File: config.mk
export PLATFORM = sky130hd
export DESIGN_NAME = fault_sim_sequencer
export DESIGN_NICKNAME = d
export VERILOG_FILES = /design/src/rtl/fault_sim_sequencer.sv
export SDC_FILE = /design/constraint.sdc
export NUM_CORES = 1
export LEC_CHECK = 0
export BUFFER_PORTS_ARGS = -buffer_cell sky130_fd_sc_hd__buf_2
export CELL_PAD_IN_SITES_DETAIL_PLACEMENT = 0
export CELL_PAD_IN_SITES_GLOBAL_PLACEMENT = 2
export CORE_UTILIZATION = 30
export CTS_CLUSTER_DIAMETER = 100
export DETAILED_ROUTE_END_ITERATION = 8
export GPL_TIMING_DRIVEN = 0
export PLACE_DENSITY = 0.81
export SLEW_MARGIN = 0
export SYNTH_ARGS = -nofsm -noshare
export SYNTH_HDL_FRONTEND = slang
export SYNTH_SLANG_ARGS = --single-unit
File: constraint.sdc
create_clock -name clk -period 1.72 [get_ports clk]
set_input_delay 0 -clock clk [delete_from_list [all_inputs] [get_ports clk]]
set_output_delay 0 -clock clk [all_outputs]
set_load 0.005 [all_outputs]
File: src/rtl/fault_sim_sequencer.sv
// Fault-simulation sequencer: golden pass, then one pass per fault, streaming per-fault detection vectors.
// Latency: each pass is 2**N_IN*(SETTLE+1) cycles; REPORT lasts >=1 cycle and a handshake can complete in its first cycle.
// Backpressure: REPORT holds all result outputs, pat_out and fault_en stable while res_ready is low.
module fault_sim_sequencer #(
  parameter int N_IN    = 3,
  parameter int N_FAULT = 5,
  parameter int SETTLE  = 1
) (
  input  logic                                    clk,
  input  logic                                    rst_n,
  input  logic                                    start,
  output logic                                    busy,
  output logic                                    done,
  output logic [N_IN-1:0]                         pat_out,
  output logic [N_FAULT-1:0]                      fault_en,
  input  logic                                    dut_resp,
  output logic [(1<<N_IN)-1:0]                    golden,
  output logic                                    res_valid,
  input  logic                                    res_ready,
  output logic [(N_FAULT>1?$clog2(N_FAULT):1)-1:0] res_fault,
  output logic [(1<<N_IN)-1:0]                    res_detect,
  output logic [N_FAULT-1:0]                      fault_cov
);

  localparam int N_PAT = 1 << N_IN;
  localparam int FW    = (N_FAULT > 1) ? $clog2(N_FAULT) : 1;
  localparam int SW    = (SETTLE > 0) ? $clog2(SETTLE + 1) : 1;

  localparam logic [2:0] S_IDLE   = 3'd0;
  localparam logic [2:0] S_GOLD   = 3'd1;
  localparam logic [2:0] S_FAULT  = 3'd2;
  localparam logic [2:0] S_REPORT = 3'd3;
  localparam logic [2:0] S_DONE   = 3'd4;

  logic [2:0]       state;
  logic [N_IN-1:0]  pat;
  logic [SW-1:0]    cnt;
  logic [FW-1:0]    k;
  logic [N_PAT-1:0] golden_q;
  logic [N_PAT-1:0] det;
  logic [N_FAULT-1:0] cov_q;

  logic sample;
  logic last_pat;
  logic last_fault;

  // Pattern is sampled on the last cycle of its settle window.
  always_comb begin
    sample     = (cnt == SW'(SETTLE));
    last_pat   = (pat == N_IN'(N_PAT - 1));
    last_fault = (k == FW'(N_FAULT - 1));
  end

  // Main sequencing FSM: pattern stepping, golden capture, detect capture and result handshake.
  always_ff @(posedge clk or negedge rst_n) begin
    if (!rst_n) begin
      state    <= S_IDLE;
      pat      <= '0;
      cnt      <= '0;
      k        <= '0;
      golden_q <= '0;
      det      <= '0;
      cov_q    <= '0;
    end else begin
      case (state)
        S_IDLE: begin
          if (start) begin
            state    <= S_GOLD;
            cov_q    <= '0;
            golden_q <= '0;
            det      <= '0;
            pat      <= '0;
            cnt      <= '0;
            k        <= '0;
          end
        end
        S_GOLD: begin
          if (sample) begin
            golden_q[pat] <= dut_resp;
            cnt           <= '0;
            if (last_pat) begin
              state <= S_FAULT;
              k     <= '0;
              pat   <= '0;
            end else begin
              pat <= pat + 1'b1;
            end
          end else begin
            cnt <= cnt + 1'b1;
          end
        end
        S_FAULT: begin
          if (sample) begin
            det[pat] <= dut_resp ^ golden_q[pat];
            cnt      <= '0;
            // On the last pattern pat is left alone so pat_out holds through REPORT.
            if (last_pat) begin
              state <= S_REPORT;
            end else begin
              pat <= pat + 1'b1;
            end
          end else begin
            cnt <= cnt + 1'b1;
          end
        end
        S_REPORT: begin
          if (res_ready) begin
            cov_q[k] <= cov_q[k] | (|det);
            det      <= '0;
            if (last_fault) begin
              state <= S_DONE;
            end else begin
              k     <= k + 1'b1;
              pat   <= '0;
              cnt   <= '0;
              state <= S_FAULT;
            end
          end
        end
        S_DONE: begin
          state <= S_IDLE;
        end
        default: begin
          state <= S_IDLE;
        end
      endcase
    end
  end

  // Outputs decoded from registered state; fault injection only during a fault pass.
  always_comb begin
    busy       = (state != S_IDLE);
    done       = (state == S_DONE);
    res_valid  = (state == S_REPORT);
    fault_en   = (state == S_FAULT) ? (N_FAULT'(1) << k) : '0;
    pat_out    = pat;
    golden     = golden_q;
    res_fault  = k;
    res_detect = det;
    fault_cov  = cov_q;
  end

endmodule
* After elaboration in Yosys (flattened, before gate mapping)
Cells that the tools add are included.
Word-level totals: output and inout port bits 35, register bits 31, logic and storage cells 97
Cells by class: add/subtract/negate cells 3, $lt $le $gt $ge 4, bitwise operators 2, reductions and logical operators 19, shifts and indexed selects 1, eq/ne operators 14, muxes and demuxes 47
Operators with widths (count):
- 3-bit two-way mux | 18
- 8-bit two-way mux | 4
- 3-bit case mux with 4 select lines | 2
- 8-bit case mux with 3 select lines | 1
- 8-bit bitwise mux | 2
- 8-bit case mux with 2 select lines | 1
- 5-bit two-way mux | 3
- 2-bit != test (second input constant) | 7
- 6-bit AND reduction | 2
- 3-bit nonzero test | 4
- 5-bit case mux with 2 select lines | 1
- 3-bit equality test (second input constant) | 3
- 3-bit case mux with 3 select lines | 1
- 3-bit by 4-bit < comparator with 1-bit output (second input constant) | 2
- 1-bit two-way mux | 8
- 4-bit AND reduction | 2
- 8-bit OR reduction | 1
- 7-bit AND reduction | 1
- 3-bit by 1-bit adder with 3-bit output (second input constant) | 2
- 1-bit binary-select mux with 3-bit select | 2
- 1-bit demux with 3-bit select | 2
- 3-bit by 2-bit equality test with 1-bit output (second input constant) | 2
- 3-bit by 1-bit greater-or-equal comparator with 1-bit output (second input constant) | 2
- 3-bit AND reduction | 2
- 13 further kinds | 15

* Longest topological paths before layout
Gate-level depths: netlist of the first run.
depth after elaboration 7, mapped depth 8

* Least setup slack after synthesis of the first run
OpenSTA, ideal clock, no wires.
path kind register to register, start point register k[1] (netlist: res_fault[1]), end point register pat[2] (netlist: pat_out[2]), slack -0.096 ns, data arrival time 1.689 ns, buffers on the path 1, cell stages (with the launch flop) 8, period minus slack after synthesis 1.816 ns, setup time 0.128 ns, required time 1.592 ns, cell sequence dfrtp_1 clkbuf_1 inv_1 ha_1 nand2_1 nand2_1 a31o_2 mux2_1
Between the ends: cells in the longest elaborated chain, start to end 3
Ends and longest elaborated chain:
- start, declared | line 38 | logic [FW-1:0] k;
- start signal, assigned | line 113 | k <= k + 1'b1;
- 3-bit equality test | line 51 | last_fault = (k == FW'(N_FAULT - 1));
- 2-bit != test (no line)
- 7-bit AND reduction (no line)
- end signal, assigned | line 86 | pat <= pat + 1'b1;
- end signal, assigned | line 100 | pat <= pat + 1'b1;
- end, declared | line 36 | logic [N_IN-1:0] pat;
Every way passes these cells. A chain may end at the register's enable or synchronous reset.

* Worst setup path in the final report of the first run
start point register pat[0] (netlist: pat_out[0]), end point register det[3] (netlist: res_detect[3])
Between the ends: cells in the longest elaborated chain, start to end 7, elaborated cells on any way between the ends 11
Ends and longest elaborated chain:
- 3-bit by 4-bit < comparator with 1-bit output (not written as such) / 3-bit by 1-bit greater-or-equal comparator with 1-bit output (equally long branches) | line 94 | det[pat] <= dut_resp ^ golden_q[pat];
- 1-bit logical AND (not written as such) | line 94
- 1-bit two-way mux (not written as such) | line 94
- 1-bit demux with 3-bit select | line 94
- 8-bit bitwise mux * | line 94
- 8-bit two-way mux * | line 93 | if (sample) begin
- 8-bit case mux with 3 select lines * | line 65 | case (state)
- end signal, assigned by index | line 94
- end, declared | line 40 | logic [N_PAT-1:0] det;
Every way passes the cells marked *; elsewhere a longest branch is shown, timed or not. The select of a mux whose other input is x is not followed.

==> results of run 1 <==
-- timing repair --
item,4_1_cts,5_1_grt
pin swaps,9,10
endpoints found under the hold margin,31,0
resized for setup,38,36
hold buffers,1,0
endpoints found under the setup margin,22,27
setup buffers,11,2
cloned,1,0
-- Yosys cell counts (4+ instances only) --
cell | number | area [um2]
a21oi_1 | 11 | 55.1
a22o_1 | 4 | 35.0
a41o_1 | 8 | 80.1
and2_1 | 5 | 31.3
buf_2 | 6 | 30.0
clkbuf_1 | 6 | 22.5
dfrtp_1 | 31 | 776
ha_1 | 8 | 100
inv_1 | 4 | 15.0
mux2_1 | 5 | 56.3
mux2i_1 | 17 | 170
nand2_1 | 16 | 60.1
nand2b_1 | 4 | 25.0
nand3b_1 | 4 | 30.0
nor2_1 | 22 | 82.6
nor2b_1 | 4 | 25.0
nor3_1 | 12 | 60.1
nor3_2 | 6 | 60.1
nor4_1 | 11 | 68.8
o21ai_1 | 6 | 30.0
-- sequential cells by signal, indices dropped and copies added (netlist names) --
name / count
cnt: 1
pat_out: 3
res_detect: 8
fault_cov: 5
state: 3
res_fault: 3
golden: 8
-- per-layer routing --
layer | GRT usage [%] | wire, um | vias up
met1 | 21.3 | 2630 | 908
met4 | 4.09 | 48 | 0
li1 | - | - | 941
met5 | 0 | 0 | -
met2 | 26.2 | 2680 | 27
met3 | 2.72 | 140 | 5
-- cell type report --
| cell class | instances | area (um2) |
|---|---|---|
| Sequential cell | 31 | 781 |
| Clock buffer | 6 | 82.6 |
| Inverter | 8 | 38.8 |
| Clock inverter | 2 | 35.0 |
| Buffer | 14 | 115 |
| Fill cell | 691 | 3850 |
| Multi-Input combinational cell | 170 | 1430 |
| Timing Repair Buffer | 54 | 322 |
| Tap cell | 80 | 100 |
-- power by group through the flow --
stage               clock [mW]  sequential, mW  combinational [mW]
detailed placement           0            1.19                2.36
global route             0.808            1.24                3.46
finish                   0.759            1.21                3.15
global placement             0            1.18                2.35
CTS                      0.783            1.17                2.90
floorplan                    0            1.17                1.70
-- worst paths after layout --
path | cells after the start | slack, ns | to
max reg2reg | 7 | -0.01 | res_detect[3]
min reg2reg | 1 | 0.53 | fault_cov[2]
min | 3 | 0.06 | state[2]
max in group asynchronous | 2 | 0.91 | res_fault[0]
max | 7 | -0.01 | res_detect[3]
min in group asynchronous | 2 | 0.30 | res_detect[3]
-- kinds of logic after synthesis --
group           after synthesis  synth area share (%)
fa+ha+maj                     8                  4.80
mux                          23                  11.4
simple gates                 97                  26.4
flops                        31                  37.2
compound gates               42                  14.8
buf+inv                      23                  5.46
-- worst max-delay path: cells and delay by family (launching register included) --
kind / cells / cell delay [ns]
simple gates: 1 / 0.04
compound gates: 2 / 0.54
mux: 1 / 0.18
buf+inv: 3 / 0.46
flops: 1 / 0.39
==> impl_metrics.toml, run 1 <==
[clock_tree]
cts-htree-levels = 2
clkSinkCount = 31
clock_tree.buffer_depth = 2
tritoncts = "done"
numCtsBuffers = 5
clkLatencyLatePin_ns = 0.28
ctsRootBufferMaster = "clkbuf_8"
cts.clk_slew.worst_paths_ns = 0.07

[yosys]
synth-seq-area-share_pct = 37.2
synthArstFlopShare_pct = 100
yosysWarnings = 0
postSynthRegisterBits = 31
syn_inst = 224
syn-mean-instance-area_um2 = 9.32
net_count_after_synthesis = 237
synthDistinctLibCells = 46
synth-main-ff-cell = "dfrtp_1"
synth.cell_area_um2 = 2090
count_of_flip_flops_with_a_built_in_enable_after_synthesis = 0

[layout]
antenna_cells_inserted = 0
final-instance-count-excl-fill = 365
most_common_library_cell_in_the_layout_ignoring_fill_and_taps = "buf_2"
syn_to_final_growth_pct = 39.2
final_area_um2 = 2910
layout.cells.most_common_list = "43 x buf_2, 27 x dfrtp_1, 20 x nor2_1"
design.final.nets = 297
utilization_pct = 43.0
post_route_cells_drive_above_1_share_pct = 46.0

[global_route]
grt_max_degree = 32
grt.overflow.total = 0
antenna_found_initial = 0
vias_in_the_first_global_route = 1808
first_pass_grt_wire_length_mm = 9.17
gr-usage-all-layers_pct = 15.8

[power_and_ir_drop]
leakage_nw = 1.37
pwr-share-comb_pct = 61.5
power.total_mw = 5.12
powerDensity_nw_per_um2 = 1760
clock_power_share_pct = 14.8
vdd.ir_drop.worst_mv = 0.508
netSwitchingFraction_pct = 41.9
power.internal_mw = 2.98
p_sw_mw = 2.15
seq_power_share_pct = 23.6

[timing]
timing_hold_violations_final = 0
skew_ns = 0.00700
fmax_mhz = 577
grt_setup_unrepaired = "true"
setup_viol = 1
finalWorstPathRequiredPeriod_ns = 1.73
fin_ws_ns = -0.0131
timing_max_transition_violations_final = 0
hold_slack_ns = 0.0640
fin_tns_setup_ns = -0.0131
finalCritPeriodShare_pct = 101
worstMarginPinSlew_ns = 0.716
slew_headroom_pct = 52.3

[floorplan]
number_of_ports_placed_on_the_die_boundary = 40
floorplan.initialDensity_pct = 30.9
placementRows = 30
die_h_um = 85.4
design.die.area_um2 = 7290
core_region_area_um2 = 6760
dieWidth_um = 85.4

[setup_path]
max_stage_delay_ns = 0.39
worstPathCellList = "buf_6 > buf_6 > mux2i_4 > a211oi_4 > buf_6 > a41o_1 > nor3_2"
worst-endpoint-required_ns = 1.89
cpMaxStageDelayCell = "dfrtp_1"
timing.critical_path.to_type = "flop"
worst-setup-path-type = "flop to flop"
critPathMaxFanout = 5
worst_setup_path_start_kind = "flop"
worst-endpoint-arrival_ns = 1.91
worstSetupStartpoint = "pat_out[0]"
critical-path-top-cell-by-count = "buf_6"
regToRegStartpoint = "pat_out[0]"

[outcome]
run_status = "finished with violations"
violations = "design-rule violations, negative setup slack"

[routing]
drc = 1
detailedRoute.firstPassIterationCount = 6
via_per_inst = 5.15
drt-wirelength-per-cell_um = 15.1
antenna_violating_nets_post_route = 0
via_count = 1881
finalWirelength_mm = 5.50
drtIter0Drc = 67

[placed_design]
post_dp_cell_area_um2 = 2390
port_buffers = 39
hpwl_mm = 3.78
gpl.final_weighted_congestion = 0.780
dpl.cell_count = 343
place_ws_ns = -0.253

[flow_run]
max_cap_violations = 0

[min_path]
hp-class = "input port to flop"
worst_hold_startpoint = "res_ready"
Power figures use the tool's default switching activity.
==> inputs of run 2 (changes only) <==
--- a/config.mk
+++ b/config.mk
@@ -12,7 +12,7 @@
 export CTS_CLUSTER_DIAMETER = 100
 export DETAILED_ROUTE_END_ITERATION = 8
 export GPL_TIMING_DRIVEN = 0
-export PLACE_DENSITY = 0.81
+export PLACE_DENSITY = 0.75
 export SLEW_MARGIN = 0
 export SYNTH_ARGS = -nofsm -noshare
 export SYNTH_HDL_FRONTEND = slang
==> impl_metrics.toml, run 2 (synthesis results as in run 1) <==
[outcome]
run_status = "finished with violations"
violations = "design-rule violations, negative setup slack"

[timing]
fmax_mhz = 580
worstMarginPinSlew_ns = 0.725
finalCritPeriodShare_pct = 100
slew_headroom_pct = 51.7
grt_setup_unrepaired = "true"
fin_ws_ns = -0.00469
timing_hold_violations_final = 0
hold_slack_ns = 0.0501
timing_max_transition_violations_final = 0
finalWorstPathRequiredPeriod_ns = 1.72
skew_ns = 0.00626
setup_viol = 1

[placed_design]
post_dp_cell_area_um2 = 2390
gpl.final_weighted_congestion = 0.738
port_buffers = 39
hpwl_mm = 3.90
dpl.cell_count = 343

[layout]
final-instance-count-excl-fill = 370
fill_cells = 715
post_route_cells_drive_above_1_share_pct = 46.2
multi_input_area_um2 = 1410
antenna_cells_inserted = 0
design.final.nets = 303
utilization_pct = 42.8
layout.cells.most_common_list = "43 x buf_2, 27 x dfrtp_1, 20 x nor2_1"
syn_to_final_growth_pct = 38.7
final_area_um2 = 2890
area.sequential_um2 = 781
most_common_library_cell_in_the_layout_ignoring_fill_and_taps = "buf_2"

[flow_run]
max_cap_violations = 0

[global_route]
grt_max_degree = 32
antenna_found_initial = 0
gr-usage-all-layers_pct = 16.5
grt.overflow.total = 0
vias_in_the_first_global_route = 1856
first_pass_grt_wire_length_mm = 9.44

[setup_path]
worst_setup_path_start_kind = "flop"
critPathMaxFanout = 5
max_stage_delay_ns = 0.42
worst-endpoint-arrival_ns = 1.89
worst-setup-path-type = "flop to flop"
critPathCapture = "res_detect[5]"
worstSetupStartpoint = "pat_out[0]"
worstPathCellList = "buf_6 > buf_6 > mux2i_4 > a211oi_4 > buf_6 > a41o_1 > nor3_2"
worst-endpoint-required_ns = 1.89
worst_reg2reg_endpoint = "res_detect[5]"
cpMaxStageDelayCell = "dfrtp_1"
regToRegStartpoint = "pat_out[0]"
r2r_setup_slack_ns = -0.005
critical-path-top-cell-by-count = "buf_6"
ff2ff_path_depth = 7
timing.critical_path.to_type = "flop"

[routing]
drtIter0Drc = 42
drt-wirelength-per-cell_um = 15.1
routed.top_layer = "met4"
antenna_violating_nets_post_route = 0
met3RoutedLength_um = 157
via_count = 1920
met1Wirelength_mm = 2.70
dr_wl_met2_mm = 2.73
detailedRoute.firstPassIterationCount = 6
drc = 1
finalWirelength_mm = 5.60
via_per_inst = 5.19

[floorplan]
placementRows = 30
number_of_ports_placed_on_the_die_boundary = 40
design.die.area_um2 = 7290
die_h_um = 85.4
floorplan.initialDensity_pct = 30.9
core_region_area_um2 = 6760
dieWidth_um = 85.4

[min_path]
hp-class = "input port to flop"

[clock_tree]
cts-htree-levels = 2
cts.clk_slew.worst_paths_ns = 0.07
tritoncts = "done"
clock_tree.buffer_depth = 2
numCtsBuffers = 5
clkSinkCount = 31
ctsRootBufferMaster = "clkbuf_8"
clkLatencyLatePin_ns = 0.28

[power_and_ir_drop]
power.total_mw = 4.96
powerDensity_nw_per_um2 = 1720
vdd.ir_drop.worst_mv = 0.681
leakage_nw = 1.37
run 2: cell count changes in the layout (fill, tap and decap cells not counted), sizes merged:
cell / change
inv: -1
clkinv: +1
bufinv: -1
buf: +6
run 2: how the worst min path moves through the flow:
stage              start       endpoint  slack [ns]  depth (start not counted)
5_1_grt        res_ready       state[2]        0.05                          3
3_3_place_gp       rst_n  res_detect[3]        0.09                          1
4_1_cts        res_ready       state[2]        0.03                          3
2_1_floorplan      rst_n            cnt       -0.30                          0
3_5_place_dp       rst_n  res_detect[2]        0.11                          1
6_report       res_ready       state[2]        0.05                          3
run 2: cell type report:
class | count | area share, %
flip-flops and latches | 31 | 27.0
well taps | 80 | 3.46
clock buffers | 6 | 2.85
multi-input cells | 170 | 48.8
clock inverters | 1 | 0.173
inverters | 8 | 1.51
repair buffers | 60 | 12.4
plain buffers | 14 | 3.85
run 2: power breakdown:
part | internal (mW) | switching, mW
Clock | 0.314 | 0.285
Combinational | 1.55 | 1.63
Sequential | 0.966 | 0.225
run 2: per-layer routing:
layer  up-vias  global-route usage, %
li1        946                      -
met1       939                   23.2
met2        33                   26.5
met3         2                   3.02
met4         0                   3.18
met5         -                      0
run 2: metrics by stage:
step                setup slack, ns  setup TNS [ns]
finish                     -0.00469        -0.00469
global route                -0.0837          -0.498
CTS                         -0.0238         -0.0263
detailed placement           -0.248           -2.64
global placement             -0.289           -2.90
floorplan                   -0.0289         -0.0578
run 2: repair_timing:
item / in CTS / in global routing
setup endpoints to repair: 21 / 29
setup buffers: 12 / 7
hold buffers: 1 / 0
endpoints found under the hold margin: 31 / 0
pin swaps: 6 / 10
gates cloned: 1 / 0
resized for setup: 36 / 31
run 2: worst max-delay path, delay by kind of cell, from the launching register on:
kind,cells,cell delay [ns]
buffers and inverters,3,0.47
DFF,1,0.42
muxes,1,0.18
AOI/OAI and AO/OA,2,0.51
and+or+nand+nor,1,0.04
